==> src/rtl/rv32i_pkg.sv <==
// Shared rv32i encodings used by the writeback stage.
package rv32i_pkg;

  localparam logic [1:0] WB_ALU  = 2'd0;
  localparam logic [1:0] WB_LOAD = 2'd1;
  localparam logic [1:0] WB_PC4  = 2'd2;
  localparam logic [1:0] WB_NONE = 2'd3;

  localparam logic [2:0] F3_LB  = 3'b000;
  localparam logic [2:0] F3_LH  = 3'b001;
  localparam logic [2:0] F3_LW  = 3'b010;
  localparam logic [2:0] F3_LBU = 3'b100;
  localparam logic [2:0] F3_LHU = 3'b101;

  typedef enum logic [1:0] {
    ST_IDLE      = 2'd0,
    ST_WAIT_LOAD = 2'd1,
    ST_WRITE     = 2'd2
  } wb_state_t;

endpackage

==> src/rtl/load_extend.sv <==
// Combinational load lane select and size/sign extension of an aligned memory word.
module load_extend
  import rv32i_pkg::*;
(
  input  logic [2:0]  funct3,
  input  logic [1:0]  addr_lo,
  input  logic [31:0] raw,
  output logic [31:0] data
);

  logic [31:0] shifted;
  logic [7:0]  byte_lane;
  logic [15:0] half_lane;

  assign shifted   = raw >> {addr_lo, 3'b000};
  assign byte_lane = shifted[7:0];
  // Halfwords ignore addr_lo[0]; misalignment is trapped before this stage.
  assign half_lane = addr_lo[1] ? raw[31:16] : raw[15:0];

  always_comb begin
    data = raw;
    case (funct3)
      F3_LB:   data = {{24{byte_lane[7]}}, byte_lane};
      F3_LH:   data = {{16{half_lane[15]}}, half_lane};
      F3_LBU:  data = {24'h0, byte_lane};
      F3_LHU:  data = {16'h0, half_lane};
      F3_LW:   data = raw;
      default: data = raw;
    endcase
  end

endmodule

==> src/rtl/wb_stage.sv <==
// Writeback stage: sole writer of the register file; waits for load data, times out
// abandoned loads, and presents each write for exactly one registered cycle.
module wb_stage
  import rv32i_pkg::*;
#(
  parameter int TIMEOUT = 255
) (
  input  logic        clk,
  input  logic        rst_n,
  input  logic        in_valid,
  output logic        in_ready,
  input  logic [4:0]  in_rd,
  input  logic [1:0]  in_wb_sel,
  input  logic [31:0] in_alu,
  input  logic [31:0] in_pc4,
  input  logic [2:0]  in_funct3,
  input  logic [1:0]  in_addr_lo,
  input  logic        mem_rsp_valid,
  input  logic [31:0] mem_rsp_data,
  output logic        wrt_en,
  output logic [4:0]  oprd,
  output logic [31:0] wrt_data,
  output logic        load_err
);

  localparam int CNT_W = (TIMEOUT < 2) ? 1 : $clog2(TIMEOUT);
  localparam logic [CNT_W-1:0] CNT_LAST = CNT_W'(TIMEOUT - 1);

  wb_state_t        state, state_d;
  logic [CNT_W-1:0] cnt, cnt_d;
  logic [4:0]       rd_q, rd_d;
  logic [2:0]       f3_q, f3_d;
  logic [1:0]       lo_q, lo_d;
  logic             wen_d, err_d;
  logic [4:0]       oprd_d;
  logic [31:0]      data_d;
  logic [31:0]      ext_data;

  load_extend u_ext (
    .funct3  (f3_q),
    .addr_lo (lo_q),
    .raw     (mem_rsp_data),
    .data    (ext_data)
  );

  assign in_ready = (state != ST_WAIT_LOAD);

  always_comb begin
    state_d = state;
    cnt_d   = cnt;
    rd_d    = rd_q;
    f3_d    = f3_q;
    lo_d    = lo_q;
    wen_d   = 1'b0;
    err_d   = 1'b0;
    oprd_d  = oprd;
    data_d  = wrt_data;
    case (state)
      ST_IDLE, ST_WRITE: begin
        if (in_valid) begin
          if (in_wb_sel == WB_LOAD) begin
            state_d = ST_WAIT_LOAD;
            cnt_d   = '0;
            rd_d    = in_rd;
            f3_d    = in_funct3;
            lo_d    = in_addr_lo;
          end else begin
            state_d = ST_WRITE;
            wen_d   = (in_wb_sel != WB_NONE) && (in_rd != 5'd0);
            oprd_d  = in_rd;
            data_d  = (in_wb_sel == WB_PC4) ? in_pc4 : in_alu;
          end
        end else begin
          state_d = ST_IDLE;
        end
      end
      ST_WAIT_LOAD: begin
        if (mem_rsp_valid) begin
          state_d = ST_WRITE;
          wen_d   = (rd_q != 5'd0);
          oprd_d  = rd_q;
          data_d  = ext_data;
        end else if (cnt == CNT_LAST) begin
          state_d = ST_IDLE;
          err_d   = 1'b1;
        end else begin
          cnt_d = cnt + CNT_W'(1);
        end
      end
      default: state_d = ST_IDLE;
    endcase
  end

  always_ff @(posedge clk) begin
    if (!rst_n) begin
      state    <= ST_IDLE;
      cnt      <= '0;
      rd_q     <= 5'd0;
      f3_q     <= 3'd0;
      lo_q     <= 2'd0;
      wrt_en   <= 1'b0;
      oprd     <= 5'd0;
      wrt_data <= 32'd0;
      load_err <= 1'b0;
    end else begin
      state    <= state_d;
      cnt      <= cnt_d;
      rd_q     <= rd_d;
      f3_q     <= f3_d;
      lo_q     <= lo_d;
      wrt_en   <= wen_d;
      oprd     <= oprd_d;
      wrt_data <= data_d;
      load_err <= err_d;
    end
  end

endmodule

==> config.mk <==
export PLATFORM = sky130hd
export DESIGN_NAME = wb_stage
export DESIGN_NICKNAME = d
export VERILOG_FILES = /design/src/rtl/rv32i_pkg.sv /design/src/rtl/load_extend.sv /design/src/rtl/wb_stage.sv
export SDC_FILE = /design/constraint.sdc
export NUM_CORES = 1
export LEC_CHECK = 0
export CORE_ASPECT_RATIO = 1.5
export CORE_MARGIN = 3
export CORE_UTILIZATION = 47
export CTS_BUF_LIST = sky130_fd_sc_hd__clkbuf_16
export DETAILED_ROUTE_END_ITERATION = 10
export GPL_ROUTABILITY_DRIVEN = 0
export MAX_ROUTING_LAYER = met4
export PLACE_DENSITY = 0.95
export SYNTH_ARGS = -nofsm -noshare
export SYNTH_HDL_FRONTEND = slang
export SYNTH_HIERARCHICAL = 1
export SYNTH_SLANG_ARGS = --single-unit
==> constraint.sdc <==
create_clock -name clk -period 6 [get_ports clk]
set_input_delay 1.2 -clock clk [delete_from_list [all_inputs] [get_ports clk]]
set_output_delay 1.2 -clock clk [all_outputs]
set_load 0.005 [all_outputs]
[Word-level counts from Yosys, hierarchy flattened]
Index checks and enable logic that the tools add are counted.
Widths: inputs -> output; s select.
Cells by class
  add/subtract/negate cells: 1
  equal/unequal tests: 17
  shifts and indexed selects: 1
  mux-type cells: 26
  bitwise operators: 2
  reduce and logical (&&, ||, !) cells: 11
Operator list (number)
  $mux 32: 4
  $pmux 32 s4: 1
  $pmux 32 s2: 1
  $mux 8: 4
  $shr 32x5->8: 1
  $mux 16: 1
  $pmux 8 s2: 1
  $mux 5: 3
  $ne 2x2->1 const B: 7
  $pmux 5 s2: 1
  $reduce_bool 5->1: 2
  $add 8x1->8 const B: 1
  $eq 8x8->1 const B: 1
  $mux 2: 4
  $eq 3x3->1 const B: 2
  $reduce_and 5->1: 1
  $eq 2x1->1 const B: 2
  $eq 2x2->1 const B: 2
  $mux 1: 4
  $pmux 2 s2: 1
  $reduce_and 4->1: 1
  $eq 3x1->1 const B: 1
  $logic_not 3->1: 1
  $ne 3x3->1 const B: 1
  9 further kinds: 10
Word-level totals
  flip-flop bits (word level): 59
  input port bits: 112
  output and inout bits: 40

[Logic depth before layout (Yosys ltp)]
Gate-level depths: netlist of run 1.
  depth after elaboration: 5
  mapped depth: 8
  gate-level depth less buffers: 6

[By module]
The synthesis of run 1 kept the hierarchy.
By module, submodules not included
  wb_stage: times used 1, cells each 327, area an instance 2839.0 sq um
  load_extend: times used 1, cells each 118, area an instance 799.5 sq um

[Least setup slack after synthesis of run 1]
Ideal clock, no wire load.
  kind: input to register
  start point: in mem_rsp_data[31]
  end point: reg wrt_data[18]
  library setup time: 117 ps
  data arrival time: 2512 ps
  required time: 5883 ps
  slack: 3371 ps
  stages: 7
  path buffers: 1
  cells stage by stage: mux4_2 a22oi_2 buf_6 nand2_1 nand2_1 o21ai_0 a22o_1
On the way
  longest elaborated chain between the ends: 4
  elaborated cells between the ends (all ways): 5
  classes of those cells: shift: 1; mux: 4
Ends and longest elaborated chain
  start, declared: RTL line wb_stage.sv:19  | input logic [31:0] mem_rsp_data,
  $shr 32x5->8 / $mux 16 (equally long branches): RTL line load_extend.sv:15, load_extend.sv:18
  $pmux 32 s4 (*): RTL line load_extend.sv:22  | case (funct3)
  named net ext_data[18]: RTL line wb_stage.sv:37  | logic [31:0] ext_data;
  $mux 32 (*): RTL line wb_stage.sv:78  | if (mem_rsp_valid) begin
  $pmux 32 s2 (*): RTL line wb_stage.sv:58  | case (state)
  end signal, assigned: RTL line wb_stage.sv:113  | wrt_data <= data_d;
  end, declared: RTL line wb_stage.sv:22  | output logic [31:0] wrt_data,
Mark *: on every way through the listed nets, which the timed path passes. The rest lies on a longest branch. The select of a mux whose other input is x is not followed.
A chain may end at the register's enable or synchronous reset.

[Final worst setup path of run 1]
  start point: reg state[0]
  end point: out in_ready
On the way
  longest elaborated chain between the ends: 1
Ends and longest elaborated chain
  start, declared: RTL line wb_stage.sv:29  | wb_state_t state, state_d;
  start signal, assigned: RTL line wb_stage.sv:106  | state <= state_d;
  $ne 2x1->1: RTL line wb_stage.sv:46  | assign in_ready = (state != ST_WAIT_LOAD);
  end, declared: RTL line wb_stage.sv:11  | output logic in_ready,
Every way passes these cells.

==> impl_metrics.toml, run 1 <==
[synthesis]
synth_seq_cells = 59
ys_top_cells_by_area = "dfxtp_1 (32%), mux2i_1 (13%), nand2_1 (10%)"
ys_seq_area_frac = 0.3246
syn_avg_cell_area_um2 = 8.176
synthCells = 445
ys_types = 44
synth_top_area_cell = "dfxtp_1"
synth_area_mm2 = 0.003638
syn-num-nets = 559
synth_top_area_frac = 0.3246
yosysWarnings = 6

[flow_run]
cap_violations = 0

[worst_setup_path]
cp_data_required_time_ps = 4800
crit_type = "register to output port"
critPathLaunchType = "register"
crit_path_max_fanout = 74
cp.arrival_ps = 2220
end_kind = "output port"

[cts]
cts_resized = 0
cts_buffers = 9
clkLatencyLatePin_ps = 330
cts_tree = "yes"
cts.sinks = 59
hold_buffers = 0
clkTransAtPathRegs_ps = 60
htreeDepth = 3
cts_max_path_buffers = 2
cts_setup_buffers = 0
clockRootBuffer = "clkbuf_16"

[global_route]
grt_overflow_total = 0
grt_pass1_wl_um = 20150
grt_antenna_before_repair = 0
grt_max_degree = 75
grt.total_usage = 0.2978
grt_pass1_vias = 3973

[timing]
final_hold_viol_count = 0
max-slew-margin-rel = 0.1777
tns_ps = 0
maxClockFrequency_mhz = 292.8
fin_crit_sh = 0.5693
finalMaxSlewViolations = 0
setup_violations = 0
worst_pin_slew_ps = 1231
period_minus_slack_ps = 3416
grt_setup_unrepaired = "no"
skew_ps = 9.444

[placement]
io_buffer_count = 151
place_hpwl_um = 9075
dp_cells = 658

[floorplanning]
dieArea_mm2 = 0.008855
die_h_um = 113.8
start_util = 0.4937
floorplan.core_area_mm2 = 0.007370
row_count = 38
io_pins = 152
fp.dieW_um = 77.84

[power_and_ir_drop]
p_leak_nw = 1.988
irDropWorstVdd_v = 0.0001563
p_per_area_mw_per_mm2 = 223.9

[finish]
fin_cells = 674
drive_above_1_share = 0.04878
antenna_cells = 0
layout_commonest_cell = "clkdlybuf4s50_1"
nNetsFinal = 683
area_growth_pct = 47.97
mostFrequentLayoutCells = "clkdlybuf4s50_1 (151), nand2_1 (100), dfxtp_1 (59)"

[drt]
wl_met1_um = 4712
wl_per_cell_um = 18.97
detail-route-antenna-nets = 0
vias_per_cell = 5.935
route.detailed.drc = 0
routed_wl_um = 12790
dr.first_iter.drc_count = 557
wl_met3_um = 1048
num_vias = 4000
dr.pass1.iters = 5
dr_wl_met2_um = 6628
highest_layer = "met4"

[hold_path]
worstHoldPathType = "register to register"

[run_status]
status = "complete, no violations"
[per-layer routing]
layer	vias to the layer above	GRT usage
met5	-	-
met4	0	0.1259
met3	34	0.07109
met2	241	0.5206
met1	1857	0.3189
li1	1868	-
[synthesized netlist by cell type, drive strengths merged]
cell	number
mux2i	46
nor2b	10
and2	2
a221o	8
o211a	1
ha	2
nor2	8
o22a	8
a31oi	2
nand2	100
clkbuf	17
nor3b	5
nand3b	8
nor4b	1
or2b	1
a22oi	1
dfxtp	59
a32o	1
and3	1
a21oi	22
or3	1
nand4bb	1
o21a	4
a22o	40
inv	5
nand3	8
o2111ai	1
buf	25
o21ai	36
nand4	2
o31ai	2
nor3	3
mux4	1
or4	3
o211ai	2
nand2b	2
a311oi	5
mux2	1
[worst paths after layout]
| check | start | to | slack (ps) | cells past startpoint |
|---|---|---|---|---|
| setup / recovery | state[0] | in_ready | 2580 | 4 |
| hold / removal | f3_q[2] | f3_q[2] | 470 | 2 |
| setup reg to reg | state[0] | wrt_data[29] | 3000 | 5 |
| hold reg to reg | f3_q[2] | f3_q[2] | 470 | 2 |
[cell families after synthesis]
logic type | synth area share
adder cells (fa/ha/maj) | 0.006876
AND/OR/NAND/NOR | 0.2019
flip-flops | 0.3246
AO/OA/AOI/OAI | 0.2617
multiplexers | 0.1358
buffers and inverters | 0.06912
[power breakdown]
part / internal (mW) / switching, mW
logic: 0.155 / 0.110
clock network: 0.319 / 0.189
registers: 0.416 / 0.0179
total: 0.889 / 0.316
[state kept, by name, indices dropped and copies added (netlist names)]
signal    cells
oprd          5
load_err      1
rd_q          5
wrt_data     32
state         2
wrt_en        1
f3_q          3
lo_q          2
cnt           8
[metrics by stage]
step / worst slack [ps] / cell area [um2] / util / total power [mW] / hold slack, ps
final: 2584 / 5384 / 0.7306 / 1.206 / 473.2
after global routing: 2442 / 5384 / 0.7306 / 1.247 / 482.3
after CTS: 2593 / 5384 / 0.7306 / 1.205 / 471.4
after detailed placement: 2336 / 5090 / 0.6907 / 0.7004 / 453.1
after global placement: 2400 / 5090 / 0.6907 / 0.6926 / 446.3
after floorplan: 3371 / 3638 / - / 0.5564 / 433.0
[layout make-up]
class                   count  area [um2]
fillers                   508        1986
repair buffers            155        1541
clock buffers               9       225.2
flip-flops and latches     59        1181
well taps                 100       125.1
clock inverters             7       68.82
inverters                   5       18.77
multi-input cells         339        2223
[critical path, cell delays in order, from the launching register on]
cell	delay (ps)
dfxtp_1	400
nor2b_4	170
buf_4	540
inv_1	250
clkdlybuf4s50_1	510
(Power assumes the default switching activity.)
==> inputs of run 2 (changes only) <==
--- a/config.mk
+++ b/config.mk
@@ -7,12 +7,12 @@
 export LEC_CHECK = 0
 export CORE_ASPECT_RATIO = 1.5
 export CORE_MARGIN = 3
-export CORE_UTILIZATION = 47
+export CORE_UTILIZATION = 39
 export CTS_BUF_LIST = sky130_fd_sc_hd__clkbuf_16
 export DETAILED_ROUTE_END_ITERATION = 10
 export GPL_ROUTABILITY_DRIVEN = 0
 export MAX_ROUTING_LAYER = met4
-export PLACE_DENSITY = 0.95
+export PLACE_DENSITY = 0.88
 export SYNTH_ARGS = -nofsm -noshare
 export SYNTH_HDL_FRONTEND = slang
 export SYNTH_HIERARCHICAL = 1
==> constraint.sdc (replaced) <==
create_clock -name clk -period 3 [get_ports clk]
set_input_delay 0.6 -clock clk [delete_from_list [all_inputs] [get_ports clk]]
set_output_delay 0.6 -clock clk [all_outputs]
set_load 0.005 [all_outputs]
==> impl_metrics.toml, run 2 (synthesized netlist as in run 1, its figures left out) <==
[drt]
dr.pass1.iters = 5
detail-route-antenna-nets = 0
vias_per_cell = 5.695
routed_wl_um = 12690
wl_per_cell_um = 18.37
dr.first_iter.drc_count = 243
num_vias = 3935
route.detailed.drc = 0

[timing]
period_minus_slack_ps = 2431
tns_ps = 0
setup_violations = 0
maxClockFrequency_mhz = 411.3
final_hold_viol_count = 0
grt_setup_unrepaired = "no"
worst_slack_ps = 568.8
finalMaxSlewViolations = 0
skew_ps = 8.022
fin_crit_sh = 0.8104
worst_pin_slew_ps = 634.4
max-slew-margin-rel = 0.5765

[floorplanning]
dieArea_mm2 = 0.01055
floorplan.core_area_mm2 = 0.008934
row_count = 42
die_h_um = 124.3
io_pins = 152
fp.dieW_um = 84.87
start_util = 0.4073

[finish]
seq_area_mm2 = 0.001181
area_growth_pct = 51.00
mostFrequentLayoutCells = "clkdlybuf4s50_1 (151), nand2_1 (100), dfxtp_1 (59)"
reg_top3 = "wrt_data x32, cnt x8"
final_core_util = 0.6150
largest_register = "wrt_data"
antenna_cells = 0
drive_above_1_share = 0.06196
nNetsFinal = 690
multiInputGateArea_mm2 = 0.002223
layout_commonest_cell = "clkdlybuf4s50_1"
fill_cells = 738
largest_reg_flops = 32

[placement]
dp_worst_setup_slack_ps = 346.8
place_hpwl_um = 9545
io_buffer_count = 151

[run_status]
status = "complete, no violations"

[global_route]
grt_max_degree = 60
grt_antenna_before_repair = 0
grt_pass1_vias = 4010
grt_overflow_total = 0
grt_pass1_wl_um = 19930
grt.total_usage = 0.2432

[hold_path]
min_path_cells = 2
worstHoldPathType = "register to register"

[power_and_ir_drop]
p_leak_nw = 2.045
p_per_area_mw_per_mm2 = 443.2
irDropWorstVdd_v = 0.0003323

[worst_setup_path]
crit_type = "register to output port"
critPathLaunchType = "register"
reg2regPathDepth = 7
cp_data_required_time_ps = 2400
crit_path_max_fanout = 16
cp.arrival_ps = 1830
end_kind = "output port"

[cts]
hold_buffers = 0
clockRootBuffer = "clkbuf_16"
clkLatencyLatePin_ps = 330
cts_resized = 0
clkTransAtPathRegs_ps = 60
cts_setup_buffers = 0
cts_tree = "yes"
cts_buffers = 9
htreeDepth = 3
cts_max_path_buffers = 2
cts.sinks = 59

[flow_run]
cap_violations = 0
[run 2: worst paths after layout]
kind                  from            to  slack (ps)
setup reg to reg   lo_q[0]  wrt_data[25]         780
hold reg to reg    lo_q[1]       lo_q[1]         470
setup / recovery  state[0]      in_ready         570
hold / removal     lo_q[1]       lo_q[1]         470
[run 2: critical path, cell delays in order, from the launching register on]
cell and delay (ps):
dfxtp_1 430, nor2b_4 400, inv_1 190, clkdlybuf4s50_1 480
[run 2: final cells by class]
cell class,count,area share
Tap cell,110,0.02505
Multi-Input combinational cell,339,0.4047
Timing Repair Buffer,162,0.2970
Clock inverter,7,0.01389
Inverter,5,0.003416
Sequential cell,59,0.2150
Clock buffer,9,0.04099
[run 2: routing by layer]
metal  up-vias  GRT usage  routed length [um]
li1       1876          -                   -
met5         -          -                   0
met2       200     0.4227                6606
met1      1837     0.2614                4751
met3        22    0.05162                 997
met4         0     0.1090                 337
[run 2: report_power, final]
group | leakage, nW | switching (mW) | internal [mW]
sequential | 0.483 | 0.0327 | 0.831
clock | 0.142 | 0.385 | 0.646
combinational | 1.42 | 0.218 | 0.322
[run 2: metrics by stage]
stage / total power, mW / instances / hold WS [ps] / cell area (um2)
3_5_place_dp: 1.415 / 675 / 462.7 / 5192
2_1_floorplan: 1.113 / 445 / 433.0 / 3638
4_1_cts: 2.451 / 691 / 472.7 / 5494
3_3_place_gp: 1.403 / 675 / 451.6 / 5192
6_report: 2.435 / 691 / 471.3 / 5494
5_1_grt: 2.523 / 691 / 490.0 / 5494
==> inputs of run 3 (changes only) <==
--- a/config.mk
+++ b/config.mk
@@ -7,12 +7,12 @@
 export LEC_CHECK = 0
 export CORE_ASPECT_RATIO = 1.5
 export CORE_MARGIN = 3
-export CORE_UTILIZATION = 39
+export CORE_UTILIZATION = 43
 export CTS_BUF_LIST = sky130_fd_sc_hd__clkbuf_16
 export DETAILED_ROUTE_END_ITERATION = 10
 export GPL_ROUTABILITY_DRIVEN = 0
 export MAX_ROUTING_LAYER = met4
-export PLACE_DENSITY = 0.88
+export PLACE_DENSITY = 0.92
 export SYNTH_ARGS = -nofsm -noshare
 export SYNTH_HDL_FRONTEND = slang
 export SYNTH_HIERARCHICAL = 1
==> constraint.sdc (replaced) <==
create_clock -name clk -period 2.5 [get_ports clk]
set_input_delay 0.5 -clock clk [delete_from_list [all_inputs] [get_ports clk]]
set_output_delay 0.5 -clock clk [all_outputs]
set_load 0.005 [all_outputs]
==> impl_metrics.toml, run 3 (synthesized netlist as in run 1, its figures left out) <==
[cts]
hold_buffers = 0
cts.sinks = 59
cts_setup_buffers = 0
cts_resized = 0
clkLatencyLatePin_ps = 340
cts_tree = "yes"
clockRootBuffer = "clkbuf_16"
cts_max_path_buffers = 2
cts_buffers = 9
htreeDepth = 3
clkTransAtPathRegs_ps = 50

[timing]
setup_violations = 0
grt_setup_unrepaired = "no"
period_minus_slack_ps = 2166
worst_pin_slew_ps = 657.4
tns_ps = 0
finalMaxSlewViolations = 0
max-slew-margin-rel = 0.5609
skew_ps = 9.756
maxClockFrequency_mhz = 461.8
worst_slack_ps = 334.4
fin_crit_sh = 0.8663
final_hold_viol_count = 0

[hold_path]
min_from = "wrt_data[21]"
worstHoldPathType = "register to register"
min_path_cells = 1
hold_end = "wrt_data[21]"

[global_route]
grt_max_degree = 67
grt.total_usage = 0.2750
grt_antenna_before_repair = 0
grt_pass1_wl_um = 20050
grt_overflow_total = 0
grt_pass1_vias = 4090

[floorplanning]
start_util = 0.4488
row_count = 40
fp.dieW_um = 81.11
die_h_um = 118.7
dieArea_mm2 = 0.009624
floorplan.core_area_mm2 = 0.008108
io_pins = 152

[finish]
layout_commonest_cell = "clkdlybuf4s50_1"
area_growth_pct = 51.82
nNetsFinal = 696
fin_cells = 692
mostFrequentLayoutCells = "clkdlybuf4s50_1 (151), nand2_1 (100), dfxtp_1 (59)"
fill_cells = 653
reg_top3 = "wrt_data x32, cnt x8"
final_area_mm2 = 0.005524
largest_register = "wrt_data"
largest_reg_flops = 32
drive_above_1_share = 0.06985
antenna_cells = 0

[worst_setup_path]
r2r-end = "wrt_data[14]"
crit_type = "register to output port"
crit_path_max_fanout = 9
critPathLaunchType = "register"
rr_startpoint = "lo_q[1]"
reg2reg_slack_ps = 400
cp_data_required_time_ps = 2000
reg2regPathDepth = 7
cp.arrival_ps = 1670
end_kind = "output port"

[power_and_ir_drop]
p_per_area_mw_per_mm2 = 528.0
p_leak_nw = 2.073
total_power_mw = 2.917
irDropWorstVdd_v = 0.0004249

[drt]
num_vias = 4056
routed_wl_um = 12700
route.detailed.drc = 0
vias_per_cell = 5.861
detail-route-antenna-nets = 0
dr.pass1.iters = 5
dr.first_iter.drc_count = 328
wl_per_cell_um = 18.35

[flow_run]
cap_violations = 0

[placement]
dp_worst_setup_slack_ps = 36.86
io_buffer_count = 151
dp_cells = 676
place_hpwl_um = 9362
dpl_cell_area_mm2 = 0.005231

[run_status]
status = "complete, no violations"
-- run 3: stage by stage --
stage               hold slack (ps)    util
finish                        476.8  0.6813
detailed placement            463.2  0.6452
global route                  487.3  0.6813
CTS                           476.6  0.6813
global placement              457.1  0.6452
floorplan                     433.0       -
-- run 3: area by class of cell --
class	count	area [um2]	area share
inverter	5	18.77	0.003398
tap	105	131.4	0.02378
sequential	59	1181	0.2138
clock inverter	7	67.56	0.01223
multi-input combinational	339	2223	0.4025
clock buffer	9	225.2	0.04077
timing repair buffer	168	1677	0.3035
-- run 3: report_power, final --
part	internal, mW	total (mW)	switching, mW
Combinational	0.395	0.662	0.266
Sequential	0.997	1.04	0.0383
Clock	0.766	1.22	0.453
-- run 3: worst max path at each step --
stage / from / slack, ps / cells past startpoint / end
after global routing: state[0] / 230 / 3 / in_ready
after CTS: state[0] / 330 / 3 / in_ready
final: state[0] / 330 / 3 / in_ready
after global placement: mem_rsp_data[23] / 80 / 7 / wrt_data[13]
after detailed placement: mem_rsp_data[7] / 40 / 8 / wrt_data[31]
after floorplan: mem_rsp_data[31] / 570 / 7 / wrt_data[18]
-- run 3: per-layer routing --
layer  routed length, um  vias to the layer above  track usage  share of wire
li1                    -                     1888            -              -
met1                4539                     1892       0.2861           0.36
met2                6291                      236       0.4558           0.50
met3                1314                       40      0.08537           0.10
met4                 552                        0       0.1416          0.043
met5                   0                        -            -              0
-- run 3: worst max-delay path, stage by stage, from the launching register on --
cell and delay, ps:
dfxtp_1 420, nor2b_4 290, inv_1 150, clkdlybuf4s50_1 470
